**src/rtl/rmii_rx_frame_gen.sv**
```systemverilog
`default_nettype none
// +----------------------------------------------------------------------------+
// | Module      : rmii_rx_frame_gen                                            |
// | Description : Cycle-accurate RMII receive-side frame source. On a start    |
// |               pulse it emits lead-in, preamble, SFD, payload (LSB dibit    |
// |               first), optional FCS and an inter-packet gap on crsdv/rxd.   |
// | Config      : define RMII_FCS_EN to append a CRC-32 FCS after the payload. |
// | Ports       : clk, rstn (sync, active-low)                                 |
// |               start, len        - frame request and payload byte count     |
// |               data, data_vld    - payload byte stream in                   |
// |               data_rdy          - byte consumed this cycle when data_vld=1 |
// |               crsdv, rxd        - RMII receive outputs (registered)        |
// |               busy, done        - frame in progress / completion pulse     |
// |               underrun          - pulse when a required byte was missing   |
// | Revision    : 1.0 - initial release                                        |
// +----------------------------------------------------------------------------+
module rmii_rx_frame_gen #(
  parameter int PREAMBLE_DIBITS = 31,
  parameter int IPG_CYCLES      = 96,
  parameter int LEN_W           = 11
) (
  input  logic             clk,
  input  logic             rstn,
  input  logic             start,
  input  logic [LEN_W-1:0] len,
  input  logic [7:0]       data,
  input  logic             data_vld,
  output logic             data_rdy,
  output logic             crsdv,
  output logic [1:0]       rxd,
  output logic             busy,
  output logic             done,
  output logic             underrun
);

  localparam int FCS_DIBITS = 16;
  localparam int CNT_MAX_A  = (PREAMBLE_DIBITS > IPG_CYCLES) ? PREAMBLE_DIBITS : IPG_CYCLES;
  localparam int CNT_MAX    = (CNT_MAX_A > FCS_DIBITS) ? CNT_MAX_A : FCS_DIBITS;
  localparam int CNT_W      = $clog2(CNT_MAX + 1);
`ifdef RMII_FCS_EN
  localparam int SH_W = 32;  // also carries the 4 FCS bytes
`else
  localparam int SH_W = 8;
`endif

  typedef enum logic [2:0] {
    S_IDLE = 3'd0,
    S_LEAD = 3'd1,
    S_PRE  = 3'd2,
    S_SFD  = 3'd3,
    S_DATA = 3'd4,
    S_FCS  = 3'd5,
    S_IPG  = 3'd6
  } state_t;

  state_t           state_q, state_d;
  logic [CNT_W-1:0] cnt_q, cnt_d;   // preamble / FCS / IPG cycle counter
  logic [LEN_W-1:0] rem_q, rem_d;   // bytes not yet fully transmitted
  logic [1:0]       dib_q, dib_d;   // dibit index within current byte
  logic [SH_W-1:0]  sh_q, sh_d;     // output shift register, low dibit on the wire
  logic             crsdv_q, crsdv_d;
  logic [1:0]       rxd_q, rxd_d;
  logic             busy_q, busy_d;
  logic             done_q, done_d;
  logic             underrun_q, underrun_d;
  logic             tail_d;         // payload finished (or empty) this cycle
`ifdef RMII_FCS_EN
  logic [31:0]      crc_q, crc_d;

  function automatic logic [31:0] crc_byte(input logic [31:0] c, input logic [7:0] b);
    logic [31:0] r;
    r = c ^ {24'h0, b};
    for (int i = 0; i < 8; i++) begin
      r = r[0] ? ((r >> 1) ^ 32'hEDB8_8320) : (r >> 1);
    end
    return r;
  endfunction
`endif

  // Fetch points: the SFD cycle for the first byte, then the last dibit of
  // each byte while another byte is still owed.
  assign data_rdy = ((state_q == S_SFD)  && (rem_q != '0)) ||
                    ((state_q == S_DATA) && (dib_q == 2'd3) && (rem_q > LEN_W'(1)));

  always_comb begin
    state_d    = state_q;
    cnt_d      = cnt_q;
    rem_d      = rem_q;
    dib_d      = dib_q;
    sh_d       = sh_q;
    done_d     = 1'b0;
    underrun_d = 1'b0;
    tail_d     = 1'b0;
`ifdef RMII_FCS_EN
    crc_d      = crc_q;
`endif
    unique case (state_q)
      S_IDLE: begin
        if (start) begin
          state_d = S_LEAD;
          rem_d   = len;
          cnt_d   = '0;
          dib_d   = '0;
`ifdef RMII_FCS_EN
          crc_d   = '1;
`endif
        end
      end
      S_LEAD: begin
        state_d = S_PRE;
        cnt_d   = '0;
      end
      S_PRE: begin
        if (cnt_q == CNT_W'(PREAMBLE_DIBITS - 1)) begin
          state_d = S_SFD;
          cnt_d   = '0;
        end else begin
          cnt_d = cnt_q + CNT_W'(1);
        end
      end
      S_SFD: begin
        if (rem_q == '0) begin
          tail_d = 1'b1;
        end else begin
          state_d = S_DATA;
          dib_d   = '0;
        end
      end
      S_DATA: begin
        dib_d = dib_q + 2'd1;
        sh_d  = sh_q >> 2;
        if (dib_q == 2'd3) begin
          rem_d = rem_q - LEN_W'(1);
          if (rem_q == LEN_W'(1)) tail_d = 1'b1;
        end
      end
      S_FCS: begin
        sh_d = sh_q >> 2;
        if (cnt_q == CNT_W'(FCS_DIBITS - 1)) begin
          state_d = S_IPG;
          cnt_d   = '0;
        end else begin
          cnt_d = cnt_q + CNT_W'(1);
        end
      end
      S_IPG: begin
        // cnt 0..IPG_CYCLES-1 are the gap; cnt==IPG_CYCLES is the done cycle,
        // which keeps start blocked until the following cycle.
        if (cnt_q == CNT_W'(IPG_CYCLES)) begin
          state_d = S_IDLE;
          cnt_d   = '0;
        end else begin
          cnt_d  = cnt_q + CNT_W'(1);
          done_d = (cnt_q == CNT_W'(IPG_CYCLES - 1));
        end
      end
      default: state_d = S_IDLE;
    endcase

    if (data_rdy) begin
      if (data_vld) begin
        sh_d  = SH_W'(data);
`ifdef RMII_FCS_EN
        crc_d = crc_byte(crc_q, data);
`endif
      end else begin
        // Missing byte: abandon the payload, skip FCS, go straight to the gap.
        underrun_d = 1'b1;
        state_d    = S_IPG;
        cnt_d      = '0;
      end
    end

    if (tail_d) begin
`ifdef RMII_FCS_EN
      state_d = S_FCS;
      sh_d    = ~crc_q;
`else
      state_d = S_IPG;
`endif
      cnt_d = '0;
    end

    // Outputs are registered from the next state so they line up with it.
    crsdv_d = (state_d == S_LEAD) || (state_d == S_PRE) || (state_d == S_SFD) ||
              (state_d == S_DATA) || (state_d == S_FCS);
    unique case (state_d)
      S_PRE:         rxd_d = 2'b01;
      S_SFD:         rxd_d = 2'b11;
      S_DATA, S_FCS: rxd_d = sh_d[1:0];
      default:       rxd_d = 2'b00;
    endcase
    busy_d = (state_d != S_IDLE) && !done_d;
  end

  always_ff @(posedge clk) begin
    if (!rstn) begin
      state_q    <= S_IDLE;
      cnt_q      <= '0;
      rem_q      <= '0;
      dib_q      <= '0;
      sh_q       <= '0;
      crsdv_q    <= 1'b0;
      rxd_q      <= 2'b00;
      busy_q     <= 1'b0;
      done_q     <= 1'b0;
      underrun_q <= 1'b0;
`ifdef RMII_FCS_EN
      crc_q      <= '0;
`endif
    end else begin
      state_q    <= state_d;
      cnt_q      <= cnt_d;
      rem_q      <= rem_d;
      dib_q      <= dib_d;
      sh_q       <= sh_d;
      crsdv_q    <= crsdv_d;
      rxd_q      <= rxd_d;
      busy_q     <= busy_d;
      done_q     <= done_d;
      underrun_q <= underrun_d;
`ifdef RMII_FCS_EN
      crc_q      <= crc_d;
`endif
    end
  end

  assign crsdv    = crsdv_q;
  assign rxd      = rxd_q;
  assign busy     = busy_q;
  assign done     = done_q;
  assign underrun = underrun_q;

endmodule
`default_nettype wire
```
**config.mk**
```make
export PLATFORM = sky130hd
export DESIGN_NAME = rmii_rx_frame_gen
export DESIGN_NICKNAME = d
export VERILOG_FILES = /design/src/rtl/rmii_rx_frame_gen.sv
export SDC_FILE = /design/constraint.sdc
export NUM_CORES = 1
export LEC_CHECK = 0
export BUFFER_PORTS_ARGS = -buffer_cell sky130_fd_sc_hd__buf_2
export CAP_MARGIN = 10
export CORE_MARGIN = 1.5
export CORE_UTILIZATION = 52
export DETAILED_ROUTE_END_ITERATION = 16
export GPL_TIMING_DRIVEN = 0
export PLACE_DENSITY = 0.76
export SYNTH_ARGS = -nofsm -noshare
export SYNTH_HDL_FRONTEND = slang
export SYNTH_SLANG_ARGS = --single-unit
```
**constraint.sdc**
```tcl
create_clock -name clk -period 1.9 [get_ports clk]
set_clock_uncertainty 0.1 [all_clocks]
set_input_delay 0.38 -clock clk [delete_from_list [all_inputs] [get_ports clk]]
set_output_delay 0.38 -clock clk [all_outputs]
set_load 0.01 [all_outputs]
```
==> Word-level counts from Yosys, hierarchy flattened <==
Index checks and enable logic that the tools add are counted.
{ "classes": {"add_sub_neg": 3, "magnitude_cmp": 1, "eq_ne": 20, "mux": 33, "bitwise_logic": 1, "reduce_logical": 22} }
{ "ops": {"columns": ["operator", "count"], "rows": [
  ["7-bit 2-to-1 mux", 6],
  ["7-bit case mux with 5 select lines", 1],
  ["3-bit 2-to-1 mux", 8],
  ["8-bit 2-to-1 mux", 3],
  ["11-bit 2-to-1 mux", 2],
  ["11-bit case mux with 2 select lines", 1],
  ["3-bit case mux with 7 select lines", 1],
  ["3-bit equality test, second input constant", 5],
  ["7-bit equality test, second input constant", 2],
  ["3-bit by 2-bit equality test with 1-bit output, second input constant", 4],
  ["2-bit case mux with 3 select lines", 2],
  ["11-bit by 1-bit equality test with 1-bit output, second input constant", 1],
  ["11-bit by 1-bit greater-than comparator with 1-bit output, second input constant", 1],
  ["11-bit logical NOT", 1],
  ["11-bit nonzero test", 1],
  ["11-bit by 1-bit subtractor with 11-bit output, second input constant", 1],
  ["7-bit by 1-bit adder with 7-bit output, second input constant", 1],
  ["7-bit by 4-bit equality test with 1-bit output, second input constant", 1],
  ["7-bit by 5-bit equality test with 1-bit output, second input constant", 1],
  ["3-bit by 1-bit equality test with 1-bit output, second input constant", 2],
  ["1-bit 2-to-1 mux", 6],
  ["3-bit AND reduction", 2],
  ["3-bit nonzero test", 2],
  ["2-bit OR reduction", 3],
  ["other kinds (13)", 22]
]} }
{ "totals": {"regBits": 37, "out_inout_bits": 7, "elab_cells": 90} }

==> Longest topological paths before layout <==
Gate-level depths: netlist of the first run.
{ "logic_depth": {"depth_word": 11, "ltp_mapped": 8, "mapped_depth_nobuf": 7} }

==> Least setup slack after synthesis of the first run <==
Ideal clock, no wire load.
{ "synth_timing": {"path_kind": "reg2reg", "from": "reg rem_q[0]", "to": "reg rem_q[10]", "setup_time_ns": 0.065, "t_arrival_ns": 1.766, "required_time_ns": 1.735, "path_slack_ns": -0.031, "stages_incl_launch_ff": 9, "synth_period_minus_slack_ns": 1.931, "path_cell_list": "dfxtp_1 inv_1 ha_1 or3b_1 clkbuf_1 or4_1 a21oi_1 o22ai_1 nor2_1"} }
{ "synth_between": {"elab_chain_cells": 3} }
{ "synth_lines": {"columns": ["element", "line", "rtl"], "rows": [
  ["start, declared", "58", "logic [LEN_W-1:0] rem_q, rem_d;"],
  ["start signal, assigned", "214", "rem_q <= rem_d;"],
  ["11-bit by 1-bit subtractor with 11-bit output", "133", "rem_d = rem_q - LEN_W'(1);"],
  ["11-bit 2-to-1 mux", "132", "if (dib_q == 2'd3) begin"],
  ["11-bit case mux with 2 select lines", "97", "unique case (state_q)"]
]} }
No other way between the ends. The select of a mux whose other input is x is not followed.
A chain may end at the register's enable or synchronous reset.

==> Worst setup path after layout of the first run <==
{ "layout_timing": {"from": "reg rem_q[7]", "to": "out data_rdy"} }
{ "layout_between": {"elab_chain_cells": 3} }
{ "layout_lines": {"columns": ["element", "line", "rtl"], "rows": [
  ["11-bit by 1-bit greater-than comparator with 1-bit output or 11-bit nonzero test (tied branches)", "83, 82", null],
  ["1-bit logical AND, on equally long branches", "83, 82", null],
  ["1-bit logical OR (*)", "82", "assign data_rdy = ((state_q == S_SFD) && (rem_q != '0)) ||"],
  ["end, declared", "28", "output logic data_rdy,"]
]} }
Mark *: on every way between the ends. The rest lies on a longest branch, timed or not.

==> run metrics, run 1 <==
area leader, netlist=sky130_fd_sc_hd__dfxtp_1; number of remaining DRC errors=0; hold path start=len[0]; net switching power figure=roughly 0.74 mW; class of the most critical hold timing path=in2reg; Max Buffers Root-to-Sink=2; Critical R2R Launch=rem_q[7]; Gate power share=0.328; CP endpoint kind=output pin; RSZ-0062 raised after global routing=yes; count of state elements after synthesis=37; tightest slew margin relative to the limit=0.516; number of nets at the end of the flow=360; EDFF count, synth=0; async set-or-reset flop fraction in the synthesized netlist=0; result of the run=complete, but fails checks; worst-path cell chain=nor4_4 -> and3_2 -> a21oi_2 -> or2_4 -> buf_6; clk slew on worst S/H paths=around 0.07 ns; sequential element share of the synthesized area=0.334; Max rail drop VDD=roughly 440 µV; DR vias/cell=around 6.2; hold buffer count at cts=0; CP startpoint kind=register; placed cells=355; crit share post-route=1.13; post-route antenna net violation count=0; clock latency on the worst-skew pair=around 0.29 ns; time the worst path needs with I/O delays and setup=2.14 ns; Final Instance Count excl. Fillers=~380; number of antenna cells inserted=0; Final WS setup=-0.241 ns; design internal power=1.41 mW; Filler Cell Count=302; share of layout cells above drive strength 1=0.396; worst-margin pin slew=~0.73 ns; number of core rows=23; maximum achievable frequency=about 0.47 GHz; category of cells accounting for the largest share of critical-path delay=simple AND/OR/NAND/NOR gates; root cell of the clock tree=sky130_fd_sc_hd__clkbuf_8; net switching share of the total power=0.343; power density relative to cell area=about 720 nW/µm²; pin count of the biggest net entering global routing=13; most frequent cells in the layout=sky130_fd_sc_hd__nor2_1, sky130_fd_sc_hd__dfxtp_1, sky130_fd_sc_hd__buf_2; relative contribution of sequential cells to total power=0.416; first-pass GRT wire length=9470 µm; net count after synthesis=between 300 and 400; static leakage=1.19 nW; worst path arrival time=1.66 ns; global-route usage over all layers=0.270; antenna violations before repair=0; number of hold violations in the final report=0; overall die height=between 60 and 70 µm; DP Wirelength=between 3000 and 4000 µm; Most used DFF post-synth=sky130_fd_sc_hd__dfxtp_1; Critical path origin=rem_q[7]; Detailed Route WL=6300 µm; Die Area=4660 µm²; DRC violation total after the first TritonRoute iteration=between 150 and 200; Area contributors post-synth=sky130_fd_sc_hd__dfxtp_1, sky130_fd_sc_hd__nor2_1, sky130_fd_sc_hd__ha_1; total power of the final layout=roughly 2.2 mW; Multi-input gate area=between 1500 and 2000 µm²; number of clock sinks=37; Max FO, Critical Path=3; layout overhead on the synthesized area=34.7%; delay contributed by the slowest stage of the critical path=0.36 ns; H-Tree Depth=2; Final GP Congestion=between 0.9 and 1; number of synthesis warnings=0; number of setup violations in the final report=23; clock tree from TritonCTS=yes; vias in the first global route=2,087; worst-path cell with the longest stage delay=sky130_fd_sc_hd__dfxtp_4; Post-Syn Area=2210 µm²; register area=around 760 µm²; number of buffers inserted during clock tree synthesis=5; synth unique cells=58; Via Count=around 2,400; Avg Synthesized Cell Area=between 7 and 8 µm²; sum of overflow across all layers after global routing=0; die width=between 60 and 70 µm; synthesized instance count=around 280; number of detailed-route iterations in the first pass=5; number of maximum-capacitance constraint violations=0; Port Buffer Count=28; share of Yosys cell area claimed by the top area cell type=0.334; Std-Cell Core Area=4060 µm²; critical path required time=1.42 ns; WS Path Type=reg2out; Initial Util=0.546; number of max-slew violations in the final report=0; average detailed-routed wire length per instance=about 17 µm; clock group share of total power=0.256; violated checks=setup timing; top-level port count=30; critical path buffer and inverter count=1
-- final timing paths --
check / endpoint / slack [ns] / cells after the start
max reg2reg: sh_q[7] / -0.19 / 8
min: rem_q[0] / 0.26 / 3
min reg2reg: sh_q[6] / 0.38 / 2
max: data_rdy / -0.24 / 5
-- worst min-delay path: cells and delay by family --
kind	cells	cell delay, ns
AO/OA/AOI/OAI	1	0.08
buffers and inverters	1	0.10
AND/OR/NAND/NOR	1	0.05
-- metrics by stage --
step / util / hold slack [ns] / setup TNS [ns] / cell area (µm²) / setup WS, ns
floorplan: - / 0.347 / -0.0203 / 2220 / -0.0203
global placement: 0.598 / 0.360 / -4.40 / 2430 / -0.258
detailed placement: 0.598 / 0.371 / -5.41 / 2430 / -0.286
CTS: 0.689 / 0.251 / -1.25 / 2800 / -0.240
global route: 0.735 / 0.264 / -5.10 / 2980 / -0.324
finish: 0.735 / 0.256 / -2.97 / 2980 / -0.241
-- cells in the mapped netlist, drive strengths merged, types with 5 or more instances --
master / count
a211oi: 13
a21oi: 14
a22oi: 5
a31oi: 7
and2: 5
clkbuf: 13
dfxtp: 37
ha: 7
inv: 8
mux2i: 6
nand2: 17
nand3: 11
nor2: 39
nor3: 10
o21ai: 12
-- power groups by stage --
stage	Sequential (mW)	Combinational, mW	Clock (mW)
5_1_grt	0.904	0.755	0.589
4_1_cts	0.888	0.582	0.567
6_report	0.896	0.705	0.550
3_5_place_dp	0.897	0.466	0
3_3_place_gp	0.896	0.459	0
2_1_floorplan	0.890	0.346	0
-- registers in the layout (all words and copies together) (netlist names) --
register / count
dib_q: 2
rem_q: 11
state_q: 3
busy: 1
rxd: 2
cnt_q: 7
sh_q: 8
done: 1
crsdv: 1
underrun: 1
-- cell families (layout without fill, tap and decap cells) --
family / after synthesis / in the layout / synth area share
AOI/OAI and AO/OA: 85 / 85 / 0.272
xor gates and xnor gates: 1 / 1 / 0.00396
adders and majority gates: 7 / 7 / 0.0395
buffers and inverters: 25 / 78 / 0.0486
DFF: 37 / 37 / 0.334
muxes: 6 / 6 / 0.0271
and+or+nand+nor: 116 / 117 / 0.275
-- cell type report --
type	count	area share
Multi-Input combinational cell	216	0.547
Sequential cell	37	0.253
Timing Repair Buffer	48	0.107
Buffer	14	0.0306
Clock buffer	5	0.0231
Tap cell	50	0.0210
Inverter	8	0.0117
Clock inverter	3	0.00587
-- layer usage --
layer / vias up / GRT usage / wire length (µm)
met5: - / 0 / 0
met3: 15 / 0.0510 / 261
met2: 83 / 0.453 / 3120
met4: 0 / 0.130 / 153
li1: 1151 / - / -
met1: 1123 / 0.331 / 2760
-- timing repair --
action | in CTS | in global routing
cloned | 2 | 1
pin swaps | 22 | 8
buffers inserted | 13 | 6
setup endpoints to repair | 36 | 35
resized for setup | 56 | 39
Note: power is estimated with default switching activity, not from simulation.
==> inputs of run 2 (changes only) <==
RECOVER_POWER = 50   (was default)
==> run 2 against run 1 <==
The run still ends with setup timing left. Clock-buffer cell count unchanged. Design area down 0.25%. Fmax about the same. Core utilization down 0.19 points. Critical path depth unchanged. Combinational power about the same. Largest cell class unchanged. Largest power group unchanged. Highest routed layer unchanged.
==> run metrics, run 2 (synthesis gave the netlist of run 1 again) <==
result of the run=complete, but fails checks; violated checks=setup timing; average detailed-routed wire length per instance=approximately 17 µm; total power of the final layout=2.15 mW; die width=slightly below 70 µm; Port Buffer Count=28; number of setup violations in the final report=23; H-Tree Depth=2; DRC violation total after the first TritonRoute iteration=approximately 150; worst path arrival time=1.66 ns; worst-path cell with the longest stage delay=sky130_fd_sc_hd__dfxtp_1; number of hold violations in the final report=0; vias in the first global route=2,087; placed cells=roughly 360; net switching share of the total power=0.344; class of the most critical hold timing path=in2reg; hold buffer count at cts=0; Std-Cell Core Area=between 4000 and 5000 µm²; Final Instance Count excl. Fillers=~380; category of cells accounting for the largest share of critical-path delay=simple AND/OR/NAND/NOR gates; most flop-heavy register=rem_q; Final GP Congestion=between 0.9 and 1; Max rail drop VDD=440 µV; first-pass GRT wire length=9470 µm; worst-margin pin slew=between 0.7 and 0.8 ns; RSZ-0062 raised after global routing=yes; static leakage=1.16 nW; critical path required time=about 1.4 ns; maximum achievable frequency=roughly 0.47 GHz; worst-path cell chain=nand2_1 -> or2_2 -> nor2_4 -> or2_4 -> buf_6; global-route usage over all layers=0.270; delay contributed by the slowest stage of the critical path=~0.48 ns; DP Wirelength=~3700 µm; clock tree from TritonCTS=yes; time the worst path needs with I/O delays and setup=approximately 2.1 ns; crit share post-route=1.13; number of antenna cells inserted=0; clock group share of total power=0.256; layout overhead on the synthesized area=34.4%; DR vias/cell=6.28; share of the core filled with cells in the final layout=0.733; share of layout cells above drive strength 1=0.378; Initial Util=0.546; tightest slew margin relative to the limit=0.515; number of maximum-capacitance constraint violations=0; number of max-slew violations in the final report=0; Max FO, Critical Path=8; number of detailed-route iterations in the first pass=5; number of remaining DRC errors=0; critical path buffer and inverter count=1; overall die height=~68 µm; top-level port count=30; registers with the most flip-flops=rem_q (11), sh_q (8), cnt_q (7); CP endpoint kind=output pin; antenna violations before repair=0; CP startpoint kind=register; sum of overflow across all layers after global routing=0; Gate power share=0.327; clk slew on worst S/H paths=approximately 0.080 ns; WS Path Type=reg2out; clock latency on the worst-skew pair=between 0.2 and 0.3 ns; net switching power figure=between 0.7 and 0.8 mW; Final WS setup=-0.243 ns; number of clock sinks=37; post-route antenna net violation count=0; Detailed Route WL=between 6000 and 7000 µm; most frequent cells in the layout=sky130_fd_sc_hd__nor2_1, sky130_fd_sc_hd__dfxtp_1, sky130_fd_sc_hd__buf_2; worst-case setup slack after placement=-0.286 ns; power density relative to cell area=about 720 nW/µm²; relative contribution of sequential cells to total power=0.417; Via Count=about 2,400; flip-flop count of the largest register, all copies and words added=11; number of buffers inserted during clock tree synthesis=5; Max Buffers Root-to-Sink=2; number of core rows=23; Die Area=roughly 4700 µm²; number of nets at the end of the flow=360; root cell of the clock tree=sky130_fd_sc_hd__clkbuf_8; pin count of the biggest net entering global routing=13; design internal power=~1.4 mW
==> run 2: timing repair <==
action	in CTS	in global routing
pin swaps	22	8
endpoints found under the setup margin	36	35
setup buffers	13	6
gates cloned	2	1
resized for setup	56	39
==> run 2: power by group through the flow <==
stage | combinational (mW) | clock (mW) | sequential, mW
final | 0.703 | 0.551 | 0.896
after global routing | 0.752 | 0.589 | 0.904
after CTS | 0.582 | 0.567 | 0.888
after detailed placement | 0.466 | 0 | 0.897
after global placement | 0.459 | 0 | 0.896
after floorplan | 0.346 | 0 | 0.890
==> run 2: path summary, 6_finish.rpt <==
check                   from  endpoint  slack [ns]  cells after the start
setup / recovery  state_q[1]  data_rdy       -0.24                      5
hold / removal        len[0]  rem_q[0]        0.25                      3
setup reg to reg    rem_q[7]    rxd[0]       -0.19                      8
hold reg to reg      sh_q[6]   sh_q[6]        0.38                      2
==> run 2: layer usage <==
layer  up-vias  track usage  share of wire
met5         -            0              0
met4         0        0.130          0.026
met3        19       0.0510          0.052
met2       107        0.453           0.50
met1      1120        0.331           0.43
li1       1148            -              -
==> run 2: through the flow <==
stage / hold WS (ns) / instance area (µm²) / TNS, ns
6_report: 0.254 / 2980 / -3.02
2_1_floorplan: 0.347 / 2220 / -0.0203
4_1_cts: 0.251 / 2800 / -1.25
5_1_grt: 0.264 / 2980 / -5.10
3_5_place_dp: 0.371 / 2430 / -5.41
3_3_place_gp: 0.360 / 2430 / -4.40
==> run 2: area by class of cell <==
| class | instances | area [µm²] |
|---|---|---|
| clock buffers | 5 | 68.8 |
| repair buffers | 48 | 312 |
| clock inverters | 3 | 17.5 |
| flip-flops and latches | 37 | 756 |
| plain buffers | 14 | 91.3 |
| fillers | 306 | 1080 |
| well taps | 50 | 62.6 |
| inverters | 8 | 35.0 |
| multi-input cells | 216 | 1630 |
==> run 2: tightest hold or removal path: cells and delay by family <==
family	cells	cell delay, ns
compound gates	1	0.08
simple gates	1	0.05
buf+inv	1	0.10
==> inputs of run 3 (changes only) <==
PLACE_DENSITY = default   (was 0.76)
PLACE_DENSITY_LB_ADDON = 0.25   (was default)
SLEW_MARGIN = 20   (was default)
==> run 3 against run 2 <==
The flow still finishes with violations (setup timing). Design area increased by 1.1%. Global-route usage increased by 1.2 points. Highest routed layer unchanged. Largest cell class unchanged. Register-to-register slack improved by 0.06 ns. Die area unchanged.
==> run metrics, run 3 (synthesis gave the netlist of run 1 again) <==
first-pass GRT wire length=between 9000 and 10,000 µm; result of the run=complete, but fails checks; worst-margin pin slew=0.769 ns; number of remaining DRC errors=0; static leakage=roughly 1.2 nW; tightest slew margin relative to the limit=0.487; CP endpoint kind=output pin; number of detailed-route iterations in the first pass=4; RSZ-0062 raised after global routing=yes; layout overhead on the synthesized area=35.8%; Die Area=~4700 µm²; Critical R2R Launch=rem_q[7]; Final WS setup=-0.298 ns; power density relative to cell area=approximately 810 nW/µm²; most flop-heavy register=rem_q; most common cell after layout, fill and taps aside=sky130_fd_sc_hd__nor2_1; antenna violations before repair=0; number of setup violations in the final report=16; vias in the first global route=approximately 2,100; crit share post-route=1.16; Max rail drop VDD=around 650 µV; sum of overflow across all layers after global routing=0; critical path required time=around 1.4 ns; length in cells of the worst reg-to-reg path=7; average detailed-routed wire length per instance=17.2 µm; Max FO, Critical Path=4; DR vias/cell=approximately 6.2; clk slew on worst S/H paths=0.08 ns; share of layout cells above drive strength 1=0.373; Via Count=2,371; Final Instance Count excl. Fillers=380; CP startpoint kind=register; Crit Reg-Reg Endpoint=sh_q[5]; DRC violation total after the first TritonRoute iteration=between 200 and 250; post-route antenna net violation count=0; pin count of the biggest net entering global routing=14; Initial Util=0.546; registers with the most flip-flops=rem_q (11), sh_q (8), cnt_q (7); Max Buffers Root-to-Sink=2; hold buffer count at cts=0; time the worst path needs with I/O delays and setup=about 2.2 ns; number of maximum-capacitance constraint violations=0; H-Tree Depth=2; placed cells=about 360; clock latency on the worst-skew pair=about 0.30 ns; CP Capture Point=data_rdy; Std-Cell Core Area=4060 µm²; maximum achievable frequency=approximately 0.45 GHz; top-level port count=30; minimum setup slack among reg-to-reg paths=-0.13 ns; number of antenna cells inserted=0; Port Buffer Count=28; die width=~68 µm; number of hold violations in the final report=0; WS Path Type=reg2out; root cell of the clock tree=sky130_fd_sc_hd__clkbuf_8; global-route usage over all layers=0.282; Detailed Route WL=between 6000 and 7000 µm; number of max-slew violations in the final report=0; most frequent cells in the layout=sky130_fd_sc_hd__nor2_1, sky130_fd_sc_hd__dfxtp_1, sky130_fd_sc_hd__buf_2; flip-flop count of the largest register, all copies and words added=11; clock tree from TritonCTS=yes; violated checks=setup timing; worst path arrival time=around 1.7 ns; overall die height=about 70 µm; number of core rows=23; number of nets at the end of the flow=359; share of the core filled with cells in the final layout=0.741; Final GP Congestion=between 0.9 and 1; class of the most critical hold timing path=in2reg; Critical path origin=rem_q[7]; worst-case setup slack after placement=-0.283 ns; number of buffers inserted during clock tree synthesis=5; DP Wirelength=around 3800 µm; number of clock sinks=37
==> run 3: layout make-up <==
type / count / area, µm²
fill: 297 / 1050
multi-input combinational: 215 / 1610
inverter: 8 / 35.0
clock inverter: 3 / 68.8
clock buffer: 5 / 68.8
sequential: 37 / 761
tap: 50 / 62.6
buffer: 14 / 87.6
timing repair buffer: 48 / 317
==> run 3: worst min-delay path by stage <==
| stage | slack (ns) | from | endpoint | cells past startpoint |
|---|---|---|---|---|
| 2_1_floorplan | 0.35 | sh_q[6] | sh_q[6] | 2 |
| 5_1_grt | 0.27 | len[0] | rem_q[0] | 3 |
| 6_report | 0.25 | len[0] | rem_q[0] | 3 |
| 4_1_cts | 0.25 | len[0] | rem_q[0] | 3 |
| 3_5_place_dp | 0.37 | sh_q[7] | sh_q[7] | 2 |
| 3_3_place_gp | 0.36 | sh_q[7] | sh_q[7] | 2 |
==> run 3: power by group <==
group	switching, mW	leakage (nW)	internal (mW)	total (mW)
logic	0.360	0.816	0.313	0.672
clock network	0.335	0.0687	0.529	0.864
registers	0.0705	0.306	0.828	0.898
total	0.766	1.19	1.67	2.43
==> run 3: metal layers <==
metal | global-route usage | up-vias | share of wire
met3 | 0.0493 | 28 | 0.052
li1 | - | 1133 | -
met5 | 0 | - | 0
met4 | 0.108 | 0 | 0.038
met1 | 0.347 | 1128 | 0.42
met2 | 0.488 | 82 | 0.49
==> run 3: worst max-delay path: stages (launching register included) <==
cell	delay [ns]
sky130_fd_sc_hd__dfxtp_4	0.36
sky130_fd_sc_hd__nor4_4	0.36
sky130_fd_sc_hd__and4_4	0.31
sky130_fd_sc_hd__nor2_4	0.04
sky130_fd_sc_hd__or2_4	0.23
sky130_fd_sc_hd__buf_6	0.12
==> run 3: stage by stage <==
step	hold slack (ns)	area (µm²)	total power, mW	TNS, ns
3_5_place_dp	0.373	2430	1.36	-5.30
6_report	0.249	3010	2.43	-1.36
3_3_place_gp	0.363	2430	1.36	-4.40
2_1_floorplan	0.347	2220	1.24	-0.0203
5_1_grt	0.275	3010	2.53	-3.10
4_1_cts	0.252	2850	2.33	-0.814
==> run 3: repair_timing <==
item,CTS,global route
setup endpoints to repair,36,34
pin swaps,22,13
buffers inserted,12,6
gates resized for setup,59,35
gates cloned,2,0
